`src/rtl/sevenseg_pkg.sv`:
```
// Shared types and constants for the two-requester seven-segment display arbiter.
package sevenseg_pkg;

    localparam int DISP_WIDTH = 16;
    localparam logic [DISP_WIDTH-1:0] IDLE_PATTERN_DEFAULT = 16'h0000;

    typedef enum logic [1:0] {
        ST_IDLE = 2'd0,
        ST_OWN0 = 2'd1,
        ST_OWN1 = 2'd2
    } arb_state_e;

    // Bits needed for a counter that runs 0 .. cycles-1, never less than one.
    function automatic int cnt_width(input int cycles);
        return (cycles > 1) ? $clog2(cycles) : 1;
    endfunction

endpackage

```
`src/rtl/sevenseg_tick_counter.sv`:
```
// Clearable cycle counter with terminal-count flag; either saturates at the
// last count (hold timer) or wraps back to zero (blink timer).
module sevenseg_tick_counter
    import sevenseg_pkg::*;
#(
    parameter int MAX_COUNT = 4,
    parameter bit WRAP      = 1'b0
) (
    input  logic clk,
    input  logic rst,
    input  logic clear,
    input  logic enable,
    output logic terminal
);

    localparam int W = cnt_width(MAX_COUNT);
    localparam logic [W-1:0] LAST = W'(MAX_COUNT - 1);

    logic [W-1:0] count_q, count_d;

    always_comb begin
        count_d = count_q;
        if (clear) begin
            count_d = '0;
        end else if (enable) begin
            if (count_q == LAST) begin
                count_d = WRAP ? '0 : LAST;
            end else begin
                count_d = count_q + W'(1);
            end
        end
    end

    always_ff @(posedge clk or posedge rst) begin
        if (rst) begin
            count_q <= '0;
        end else begin
            count_q <= count_d;
        end
    end

    assign terminal = (count_q == LAST);

endmodule

```
`src/rtl/sevenseg_arbiter.sv`:
```
// Arbitrates two display sources onto one registered seven-segment word with a
// minimum owner tenure. Define SEVENSEG_ARB_BLINK_EN to blink owner 0's display.
module sevenseg_arbiter
    import sevenseg_pkg::*;
#(
    parameter int HOLD_CYCLES  = 100_000_000,
    parameter int BLINK_CYCLES = 50_000_000,
    parameter logic [DISP_WIDTH-1:0] IDLE_PATTERN = IDLE_PATTERN_DEFAULT
) (
    input  logic                  clk,
    input  logic                  rst,
    input  logic                  req0,
    input  logic                  req1,
    input  logic [DISP_WIDTH-1:0] data0,
    input  logic [DISP_WIDTH-1:0] data1,
    output logic                  grant0,
    output logic                  grant1,
    output logic [DISP_WIDTH-1:0] seg_data,
    output logic                  seg_blank,
    output logic                  switch_pulse,
    output arb_state_e            dbg_state
);

    arb_state_e state_q, state_d;
    logic [DISP_WIDTH-1:0] seg_data_q, seg_data_d;
    logic seg_blank_q, seg_blank_d;
    logic switch_pulse_q, switch_pulse_d;
    logic hold_done;
    logic entering;
    logic own0_blank;

    assign entering = (state_d != state_q);

    // Tenure timer restarts on every ownership change and idles at zero.
    sevenseg_tick_counter #(
        .MAX_COUNT(HOLD_CYCLES),
        .WRAP     (1'b0)
    ) u_hold (
        .clk     (clk),
        .rst     (rst),
        .clear   (entering || (state_d == ST_IDLE)),
        .enable  (1'b1),
        .terminal(hold_done)
    );

    always_comb begin
        state_d = state_q;
        case (state_q)
            ST_IDLE: begin
                if (req0) begin
                    state_d = ST_OWN0;
                end else if (req1) begin
                    state_d = ST_OWN1;
                end
            end
            ST_OWN0: begin
                if (!req0) begin
                    state_d = req1 ? ST_OWN1 : ST_IDLE;
                end else if (req1 && hold_done) begin
                    state_d = ST_OWN1;
                end
            end
            ST_OWN1: begin
                if (!req1) begin
                    state_d = req0 ? ST_OWN0 : ST_IDLE;
                end else if (req0 && hold_done) begin
                    state_d = ST_OWN0;
                end
            end
            default: state_d = ST_IDLE;
        endcase
    end

`ifdef SEVENSEG_ARB_BLINK_EN
    logic phase_q, phase_d;
    logic blink_tc;
    logic blink_clear;
    logic blink_en;

    assign blink_clear = (state_d == ST_OWN0) && (state_q != ST_OWN0);
    assign blink_en    = (state_d == ST_OWN0) && (state_q == ST_OWN0);

    sevenseg_tick_counter #(
        .MAX_COUNT(BLINK_CYCLES),
        .WRAP     (1'b1)
    ) u_blink (
        .clk     (clk),
        .rst     (rst),
        .clear   (blink_clear),
        .enable  (blink_en),
        .terminal(blink_tc)
    );

    always_comb begin
        phase_d = phase_q;
        if (blink_clear) begin
            phase_d = 1'b0;
        end else if (blink_en && blink_tc) begin
            phase_d = ~phase_q;
        end
    end

    always_ff @(posedge clk or posedge rst) begin
        if (rst) begin
            phase_q <= 1'b0;
        end else begin
            phase_q <= phase_d;
        end
    end

    assign own0_blank = phase_d;
`else
    logic unused_blink_cfg;
    assign unused_blink_cfg = (BLINK_CYCLES > 0);
    assign own0_blank       = 1'b0;
`endif

    // Outputs are computed from the next state so they line up with the grant.
    always_comb begin
        seg_data_d     = IDLE_PATTERN;
        seg_blank_d    = 1'b1;
        switch_pulse_d = entering;
        case (state_d)
            ST_OWN0: begin
                seg_data_d  = data0;
                seg_blank_d = own0_blank;
            end
            ST_OWN1: begin
                seg_data_d  = data1;
                seg_blank_d = 1'b0;
            end
            default: ;
        endcase
    end

    always_ff @(posedge clk or posedge rst) begin
        if (rst) begin
            state_q        <= ST_IDLE;
            seg_data_q     <= IDLE_PATTERN;
            seg_blank_q    <= 1'b1;
            switch_pulse_q <= 1'b0;
        end else begin
            state_q        <= state_d;
            seg_data_q     <= seg_data_d;
            seg_blank_q    <= seg_blank_d;
            switch_pulse_q <= switch_pulse_d;
        end
    end

    assign grant0       = (state_q == ST_OWN0);
    assign grant1       = (state_q == ST_OWN1);
    assign seg_data     = seg_data_q;
    assign seg_blank    = seg_blank_q;
    assign switch_pulse = switch_pulse_q;
    assign dbg_state    = state_q;

endmodule
```
`config.mk`:
```
export PLATFORM = sky130hd
export DESIGN_NAME = sevenseg_arbiter
export DESIGN_NICKNAME = d
export VERILOG_FILES = /design/src/rtl/sevenseg_pkg.sv /design/src/rtl/sevenseg_tick_counter.sv /design/src/rtl/sevenseg_arbiter.sv
export SDC_FILE = /design/constraint.sdc
export NUM_CORES = 1
export LEC_CHECK = 0
export CAP_MARGIN = 10
export CORE_MARGIN = 10
export CORE_UTILIZATION = 53
export CTS_CLUSTER_SIZE = 30
export DETAILED_ROUTE_END_ITERATION = 8
export GPL_TIMING_DRIVEN = 0
export PLACE_DENSITY = 0.84
export SLEW_MARGIN = 0
export SYNTH_ARGS = -nofsm -noshare
export SYNTH_HDL_FRONTEND = slang
export SYNTH_HIERARCHICAL = 1
export SYNTH_SLANG_ARGS = --single-unit
export TNS_END_PERCENT = 20
```
`constraint.sdc`:
```
create_clock -name clk -period 4.6 [get_ports clk]
set_input_delay 0.92 -clock clk [delete_from_list [all_inputs] [get_ports clk]]
set_output_delay 0.92 -clock clk [all_outputs]
set_load 0.02 [all_outputs]
```
# Word-level counts from Yosys, hierarchy flattened
# Index checks and enable logic that the tools add are counted.
[totals]
reg_bits = 47
output_inout_bits = 22
inputBits = 36
[classes]
reduce_logical = 6
muxes = 13
eq_ne = 6
n_addsub = 1
[op_table]
columns = ["op", "count"]
rows = [
  ["two-way mux 27 bit", 2],
  ["case mux 16 bit (2 select lines)", 1],
  ["adder 27 x 1 -> 27 bit (second input constant)", 1],
  ["equality test 27 bit (second input constant)", 1],
  ["two-way mux 2 bit", 7],
  ["case mux 2 bit (3 select lines)", 1],
  ["equality test 2 x 1 -> 1 bit (second input constant)", 2],
  ["equality test 2 bit (second input constant)", 2],
  ["logical NOT 2 bit", 2],
  ["logical AND 1 bit", 2],
  ["two-way mux 1 bit", 2],
  ["!= test 2 bit", 1],
  ["OR reduction 2 bit", 1],
  ["logical OR 1 bit", 1],
]

# Depth between registers and ports, before layout
# Gate-level depths: netlist of the first run.
[logic_depth]
word_depth = 8
ltp_mapped = 16
depth_no_buf = 13

# Cells and area by module
# Netlist of the first run, hierarchy kept.
[by_module_without_submodules]
columns = ["mod", "area_per_inst_um2", "instances", "seq_area_each_um2", "cells_each"]
rows = [
  ["sevenseg_tick_counter", 1572.8, 1, 675.6, 175],
  ["sevenseg_arbiter", 867.1, 1, 501.7, 81],
]

# Worst setup path before layout of the first run
# Ideal clock, no wire load.
[synth_timing]
path_type = "register to register"
start = "reg u_hold.count_q[8]"
end = "reg u_hold.count_q[2]"
period_less_slack_ns = 3.052
required_time_ns = 4.514
arrival_ns = 2.966
stages_incl_launch_ff = 14
slack_ns = 1.548
setup_ns = 0.086
cell_sequence = "dfrtp_1 -> nor4b_2 -> nand4b_1 -> nor3_2 -> buf_4 -> mux2i_1 -> nand2b_1 -> nand3_1 -> ha_1 -> or3_1 -> o32a_1 -> clkbuf_1 -> clkbuf_1 -> nor3_1"
[synth_between]
elab_chain_cells = 8
elab_cells_between_ends = 13
cone_classes = "2 x eq/ne; 7 x mux; 4 x reduce/logical"
[synth_rtl]
columns = ["item", "line_no", "text"]
rows = [
  ["from (decl)", "sevenseg_tick_counter.sv:19", "logic [W-1:0] count_q, count_d;"],
  ["from (signal assigned)", "sevenseg_tick_counter.sv:38", "count_q <= count_d;"],
  ["equality test 27 bit *", "sevenseg_tick_counter.sv:42", "assign terminal = (count_q == LAST);"],
  ["named net hold_done", "sevenseg_arbiter.sv:28", "logic hold_done;"],
  ["logical AND 1 bit, on equally long branches", "sevenseg_arbiter.sv:66, sevenseg_arbiter.sv:59", ""],
  ["two-way mux 2 bit, on equally long branches", "sevenseg_arbiter.sv:66, sevenseg_arbiter.sv:59", ""],
  ["two-way mux 2 bit, on equally long branches", "sevenseg_arbiter.sv:64, sevenseg_arbiter.sv:57", ""],
  ["case mux 2 bit (3 select lines)", "sevenseg_arbiter.sv:48", "case (state_q)"],
  ["!= test 2 bit / logical NOT 2 bit (equally long branches)", "sevenseg_arbiter.sv:32, sevenseg_arbiter.sv:41", ""],
  ["logical OR 1 bit", "sevenseg_arbiter.sv:41", ".clear (entering || (state_d == ST_IDLE)),"],
  ["two-way mux 27 bit *", "sevenseg_tick_counter.sv:23", "if (clear) begin"],
]
# Mark *: on every way through the listed nets, which the timed path passes. The rest lies on a longest branch.

# Worst setup path after layout of the first run
[layout_timing]
start = "reg u_hold.count_q[10]"
end = "reg u_hold.count_q[5]"
# Same word-level chain as after synthesis.

==> results.tsv, run 1 <==
metric	value	unit
clock network fraction of design power	0.300	
First-pass DRT Iterations	4	
Worst-path clk slew	80	ps
sequential share of power	0.512	
number of synthesized flops with an enable pin	0	
Diodes inserted	0	
Worst setup EP type	register	
nets	362	
origin of the critical flop-to-flop path	u_hold/count_q[10]$_DFFE_PP0P_	
wire length per cell	15.9	um
Worst Hold Class	reg2reg	
vias per cell	5.53	
All-Layer GR Usage	0.159	
Fin Clk Skew	10.3	ps
Site Rows	24	
internal power	0.627	mW
Synth Cell Area	2440	um2
final instance area	3170	um2
period utilization	0.793	
complex-gate fraction of the synthesized area	0.105	
# port buffers	57	
first-pass GRT wire length	9830	um
Power Density	269	nW/um2
DR WL met2	2640	um
Comb pwr share	0.188	
ANT nets after route	0	
post-synth top area cell	dfrtp_1	
WL final	5960	um
max cap viols	0	
Post-Synth Simple-Gate Area	0.301	
worst r2r dst	u_hold/count_q[5]$_DFFE_PP0P_	
Worst Path Required	4820	ps
Max-slew headroom	0.311	
Die X-Extent	87.9	um
Tightest Pin Transition	1030	ps
largest family of logic cells by synthesized area	simple AND/OR/NAND/NOR gates	
post-route minimum period	3650	ps
Max IR drop VDD	0.218	mV
status	finished clean	
post-CTS setup buffers	0	
Hold EP	u_hold/count_q[16]$_DFFE_PP0P_	
P&R area growth vs syn	30.1	%
# resized after CTS	0	
Met1 Routed Length	2540	um
Pleak	1.34	nW
CTS Sinks	47	
largest net degree at the start of global routing	28	
Post-Syn Area per Cell	9.53	um2
CTS HTree Levels	2	
fill count	326	
Final GP Congestion	0.808	
worst hold path startpoint	u_hold/count_q[16]$_DFFE_PP0P_	
P_sw	0.228	mW
Ports	58	
critical path class	reg2reg	
vias in the first global route	2057	
critical path launch point type	register	
Async SR Flop Fraction	1.00	
cell chain of the critical path	nor4b_1 -> nand4b_1 -> nor3_2 -> buf_4 -> mux2i_1 -> nand2b_1 -> nand3_1 -> ha_1 -> or3_1 -> o32a_1 -> clkbuf_1 -> clkbuf_1 -> nor3_1	
# DRC	0	
worst-path maximum fanout	12	
worst reg-to-reg setup slack	950	ps
Main synth FF type	dfrtp_1	
TNS Setup	0	ps
clock network latency to the later pin of the worst-skew pair	310	ps
TritonCTS Buffers	5	
reg2reg path depth	13	
fraction of layout instances using a drive strength above 1	0.0898	
Slew Viols, Final	0	
Die Height	87.9	um
CTS tree	yes	
Inst Count DP	367	
count of buffer and inverter cells on the critical path	3	
CP top delay family	simple AND/OR/NAND/NOR gates	
total core area	4410	um2
Initial DRC Count	72	
RSZ-0062 raised after global routing	false	
leading post-synthesis cells by cell area	dfrtp_1 47%, nor2_1 6.9%, a22oi_1 4.9%, and3_1 3.8%, xor2_1 2.9%	
total grt overflow	0	
Root Buffer	clkbuf_8	
Hold Violations, Final	0	
Crit path top cell by count	clkbuf_1	
antenna violations before repair	0	
most common cell in the netlist	dfrtp_1	
#FFs+latches synth	47	
CP peak stage delay	420	ps
Slowest-stage cell, CP	dfrtp_1	
Yosys top cell area share	0.472	
xor/xnor share of the synthesized area	0.0467	
Finished Layout Cells	375	
Yosys warnings	6	
Critical Path AT	3870	ps
switching share of power	0.267	
placed cell area	3080	um2
Fmax	274	MHz
Post-CTS Hold Buffers	0	
Final Setup Violations	0	
cell count after synthesis	256	
number of distinct library cells after synthesis	49	
dpl hpwl	4570	um
adder-cell area share of the yosys netlist	0.0205	
Top Metal Used	met4	
Worst Hold Path Cells	2	
Die Area	7720	um2
clk buf depth	2	
total length of routed met3 wires	737	um
vias	2073	
Synth top cells by count	46 x dfrtp_1, 45 x nor2_1, 16 x a22oi_1	
Initial Util	0.553	
post-synthesis mux area share	0.00410	
Seq/Total Area, Yosys	0.483	
==> logic make-up after synthesis <==
group                    after synthesis
AO/OA/AOI/OAI                         36
XOR/XNOR                              13
adder cells (fa/ha/maj)                4
buffers and inverters                 22
flip-flops                            47
multiplexers                           1
other                                  1
AND/OR/NAND/NOR                      132
==> power by group through the flow <==
stage               combinational, mW  clock, mW  sequential, mW
detailed placement              0.162          0           0.446
finish                          0.161      0.256           0.438
global placement                0.159          0           0.445
CTS                             0.163      0.265           0.438
floorplan                      0.0594          0           0.465
global route                    0.176      0.284           0.440
==> layout by cell type (no fill, tap or decap), types with 6 or more instances in the layout <==
cell type,instances
and3_1,15
inv_1,7
xor2_1,8
nor2_1,45
nand2_1,14
nand4_1,6
clkbuf_8,6
clkbuf_1,10
nor3_1,10
a22oi_1,16
nand3_1,9
dfrtp_1,46
clkdlybuf4s50_1,57
==> layer usage <==
layer / global-route usage / vias up
met5: 0 / -
met4: 0.0507 / 0
met3: 0.0994 / 6
met2: 0.238 / 71
met1: 0.183 / 954
li1: - / 1042
==> worst min-delay path, cell delays in order (launching register included) <==
cell	delay, ps
dfrtp_1	390
inv_1	60
a211oi_1	50
==> state kept, by name, summed over array words and instances, names as in the netlist <==
signal	cells
dbg_state	2
seg_blank	1
seg_data	16
switch_pulse	1
u_hold/count_q	27
==> how the worst max path moves through the flow <==
| stage | end | startpoint | cells after the start | slack [ps] |
|---|---|---|---|---|
| 2_1_floorplan | u_hold/count_q[2]$_DFFE_PP0P_ | u_hold/count_q[8]$_DFFE_PP0P_ | 13 | 1550 |
| 3_3_place_gp | u_hold/count_q[2]$_DFFE_PP0P_ | u_hold/count_q[8]$_DFFE_PP0P_ | 13 | 1150 |
| 3_5_place_dp | u_hold/count_q[5]$_DFFE_PP0P_ | u_hold/count_q[10]$_DFFE_PP0P_ | 13 | 970 |
| 4_1_cts | u_hold/count_q[5]$_DFFE_PP0P_ | u_hold/count_q[12]$_DFFE_PP0P_ | 13 | 940 |
| 5_1_grt | u_hold/count_q[3]$_DFFE_PP0P_ | u_hold/count_q[12]$_DFFE_PP0P_ | 13 | 610 |
| 6_report | u_hold/count_q[5]$_DFFE_PP0P_ | u_hold/count_q[10]$_DFFE_PP0P_ | 13 | 950 |
==> metrics by stage <==
step                      hold WS [ps]  worst slack [ps]   util  power [mW]
after floorplan                    497              1550      -       0.524
after global placement             514              1150  0.698       0.604
after detailed placement           523               972  0.698       0.608
after CTS                          536               943  0.719       0.865
after global routing               569               609  0.719       0.900
final                              533               951  0.719       0.855
==> final cells by class <==
class	count	area [um2]	share of cell area
clock inverter	1	5.00	0.00158
sequential	47	1180	0.371
multi-input combinational	189	1180	0.371
timing repair buffer	57	571	0.180
buffer	14	63.8	0.0201
tap	52	65.1	0.0205
inverter	8	30.0	0.00946
clock buffer	7	86.3	0.0272
No activity file was read; power rests on OpenSTA's default activity.
==> run 2, diff against run 1 <==
--- a/config.mk
+++ b/config.mk
@@ -7,11 +7,11 @@
 export LEC_CHECK = 0
 export CAP_MARGIN = 10
 export CORE_MARGIN = 10
-export CORE_UTILIZATION = 53
+export CORE_UTILIZATION = 50
 export CTS_CLUSTER_SIZE = 30
 export DETAILED_ROUTE_END_ITERATION = 8
 export GPL_TIMING_DRIVEN = 0
-export PLACE_DENSITY = 0.84
+export PLACE_DENSITY = 0.8
 export SLEW_MARGIN = 0
 export SYNTH_ARGS = -nofsm -noshare
 export SYNTH_HDL_FRONTEND = slang
==> constraint.sdc (replaced) <==
create_clock -name clk -period 3.8 [get_ports clk]
set_input_delay 0.76 -clock clk [delete_from_list [all_inputs] [get_ports clk]]
set_output_delay 0.76 -clock clk [all_outputs]
set_load 0.02 [all_outputs]
==> run 2 against run 1 <==
Net effect:
- cell count is 4.0% higher
- fmax rose by 4.4%
- via count rose by 1.1%
- critical endpoint unchanged
- largest power group unchanged
- die area is 4.6% higher
- worst hold slack better by 6.3 ps
- highest routed layer unchanged
- clock power grew 50%
- sequential power is 21% higher
- final area is 2.0% higher
==> results.tsv, run 2 (same netlist as run 1, synthesis figures left out) <==
metric	value	unit
Die X-Extent	89.9	um
switching share of power	0.267	
reg2reg path depth	13	
First-pass DRT Iterations	4	
Die Height	89.9	um
Initial DRC Count	114	
origin of the critical flop-to-flop path	u_hold/count_q[8]$_DFFE_PP0P_	
Hold WS	540	ps
# port buffers	57	
WL final	5910	um
Inst Count DP	382	
largest net degree at the start of global routing	28	
Ports	58	
Site Rows	25	
status	finished clean	
wire length per cell	15.2	um
Fin Clk Skew	10.4	ps
Slowest-stage cell, CP	dfrtp_1	
CP peak stage delay	460	ps
Hold Violations, Final	0	
max reg flops	27	
Diodes inserted	0	
post-CTS setup buffers	0	
Slew Viols, Final	0	
fill count	365	
Post-CTS Hold Buffers	0	
crit path from	u_hold/count_q[8]$_DFFE_PP0P_	
vias	2095	
clock network fraction of design power	0.345	
Root Buffer	clkbuf_8	
Critical Path AT	3720	ps
dpl hpwl	4520	um
Biggest register	u_hold/count_q	
All-Layer GR Usage	0.146	
TritonCTS Buffers	5	
total core area	4720	um2
Worst setup EP type	register	
antenna violations before repair	0	
sequential share of power	0.478	
critical path launch point type	register	
Max-slew headroom	0.327	
most frequent cells in the layout	57 x clkdlybuf4s50_1, 46 x dfrtp_1, 45 x nor2_1	
period utilization	0.920	
# DRC	0	
CTS Sinks	47	
clk buf depth	2	
Final GP Congestion	0.830	
# resized after CTS	0	
final instance area	3240	um2
clock network latency to the later pin of the worst-skew pair	310	ps
Final Setup Violations	0	
internal power	0.812	mW
Worst Path Required	4030	ps
FF/Latch Area	1180	um2
Tightest Pin Transition	1010	ps
cell chain of the critical path	nor4b_2 -> nand4b_1 -> nor3_4 -> buf_6 -> mux2i_1 -> nand2b_1 -> nand3_1 -> ha_1 -> or3_1 -> o32a_1 -> clkbuf_1 -> clkbuf_4 -> nor3_1	
commonest non-fill, non-tap cell in the layout	clkdlybuf4s50_1	
ANT nets after route	0	
Worst Hold Class	reg2reg	
vias per cell	5.37	
CTS tree	yes	
Max IR drop VDD	0.192	mV
total grt overflow	0	
P&R area growth vs syn	32.7	%
Finished Layout Cells	390	
vias in the first global route	2039	
first-pass GRT wire length	9880	um
Comb pwr share	0.177	
RSZ-0062 raised after global routing	false	
max cap viols	0	
Die Area	8070	um2
Initial Util	0.517	
Fmax	286	MHz
post-layout util	0.686	
TNS Setup	0	ps
Multi-input gate area	1190	um2
fraction of layout instances using a drive strength above 1	0.0991	
nets	362	
Worst Hold Path Cells	2	
CTS HTree Levels	2	
critical path class	reg2reg	
Worst-path clk slew	90	ps
worst-path maximum fanout	12	
placed cell area	3100	um2
Power Density	342	nW/um2
P_sw	0.296	mW
Pleak	1.37	nW
worst hold path startpoint	u_hold/count_q[16]$_DFFE_PP0P_	
post-route minimum period	3500	ps
run 2: changes by cell type in the layout (fill, tap and decap cells not counted), sizes merged:
cell / change
bufinv: +1
clkbuf: -2
inv: +1
run 2: worst max-delay path: cells and delay by family, from the launching register on:
kind | cells | cell delay (ps)
simple gates | 7 | 1620
buf+inv | 3 | 670
flops | 1 | 460
mux | 1 | 230
fa+ha+maj | 1 | 250
compound gates | 1 | 180
run 2: final timing paths:
| check | to | slack [ps] |
|---|---|---|
| min in group asynchronous | seg_data[13]$_DFF_PP0_ | 890 |
| max in group asynchronous | u_hold/count_q[0]$_DFFE_PP0P_ | 2170 |
| setup reg to reg | u_hold/count_q[5]$_DFFE_PP0P_ | 300 |
| hold / removal | u_hold/count_q[16]$_DFFE_PP0P_ | 540 |
| hold reg to reg | u_hold/count_q[16]$_DFFE_PP0P_ | 540 |
| setup / recovery | u_hold/count_q[5]$_DFFE_PP0P_ | 300 |
run 2: power groups by stage:
| stage | Combinational, mW | Sequential [mW] | Clock (mW) |
|---|---|---|---|
| 5_1_grt | 0.214 | 0.532 | 0.416 |
| 6_report | 0.196 | 0.530 | 0.383 |
| 3_5_place_dp | 0.196 | 0.540 | 0 |
| 3_3_place_gp | 0.193 | 0.538 | 0 |
| 2_1_floorplan | 0.0720 | 0.562 | 0 |
| 4_1_cts | 0.197 | 0.530 | 0.392 |
run 2: routing by layer:
metal  GRT usage  routed length (um)  vias to the layer above
li1            -                   -                     1038
met1       0.173                2580                      981
met2       0.219                2600                       70
met3      0.0798                 653                        6
met4      0.0477                  72                        0
met5           0                   0                        -
run 2: final cells by class:
cell class                 instances  area share
inverter                           8     0.00927
multi-input combinational        189       0.367
tap                               67      0.0259
timing repair buffer              57       0.176
sequential                        47       0.364
buffer                            14      0.0220
clock buffer                       5      0.0213
clock inverter                     3      0.0147
run 2: stage by stage:
| step | setup slack [ps] | power (mW) |
|---|---|---|
| 2_1_floorplan | 748 | 0.634 |
| 3_3_place_gp | 299 | 0.732 |
| 3_5_place_dp | 156 | 0.735 |
| 4_1_cts | 123 | 1.12 |
| 5_1_grt | 12.8 | 1.16 |
| 6_report | 305 | 1.11 |
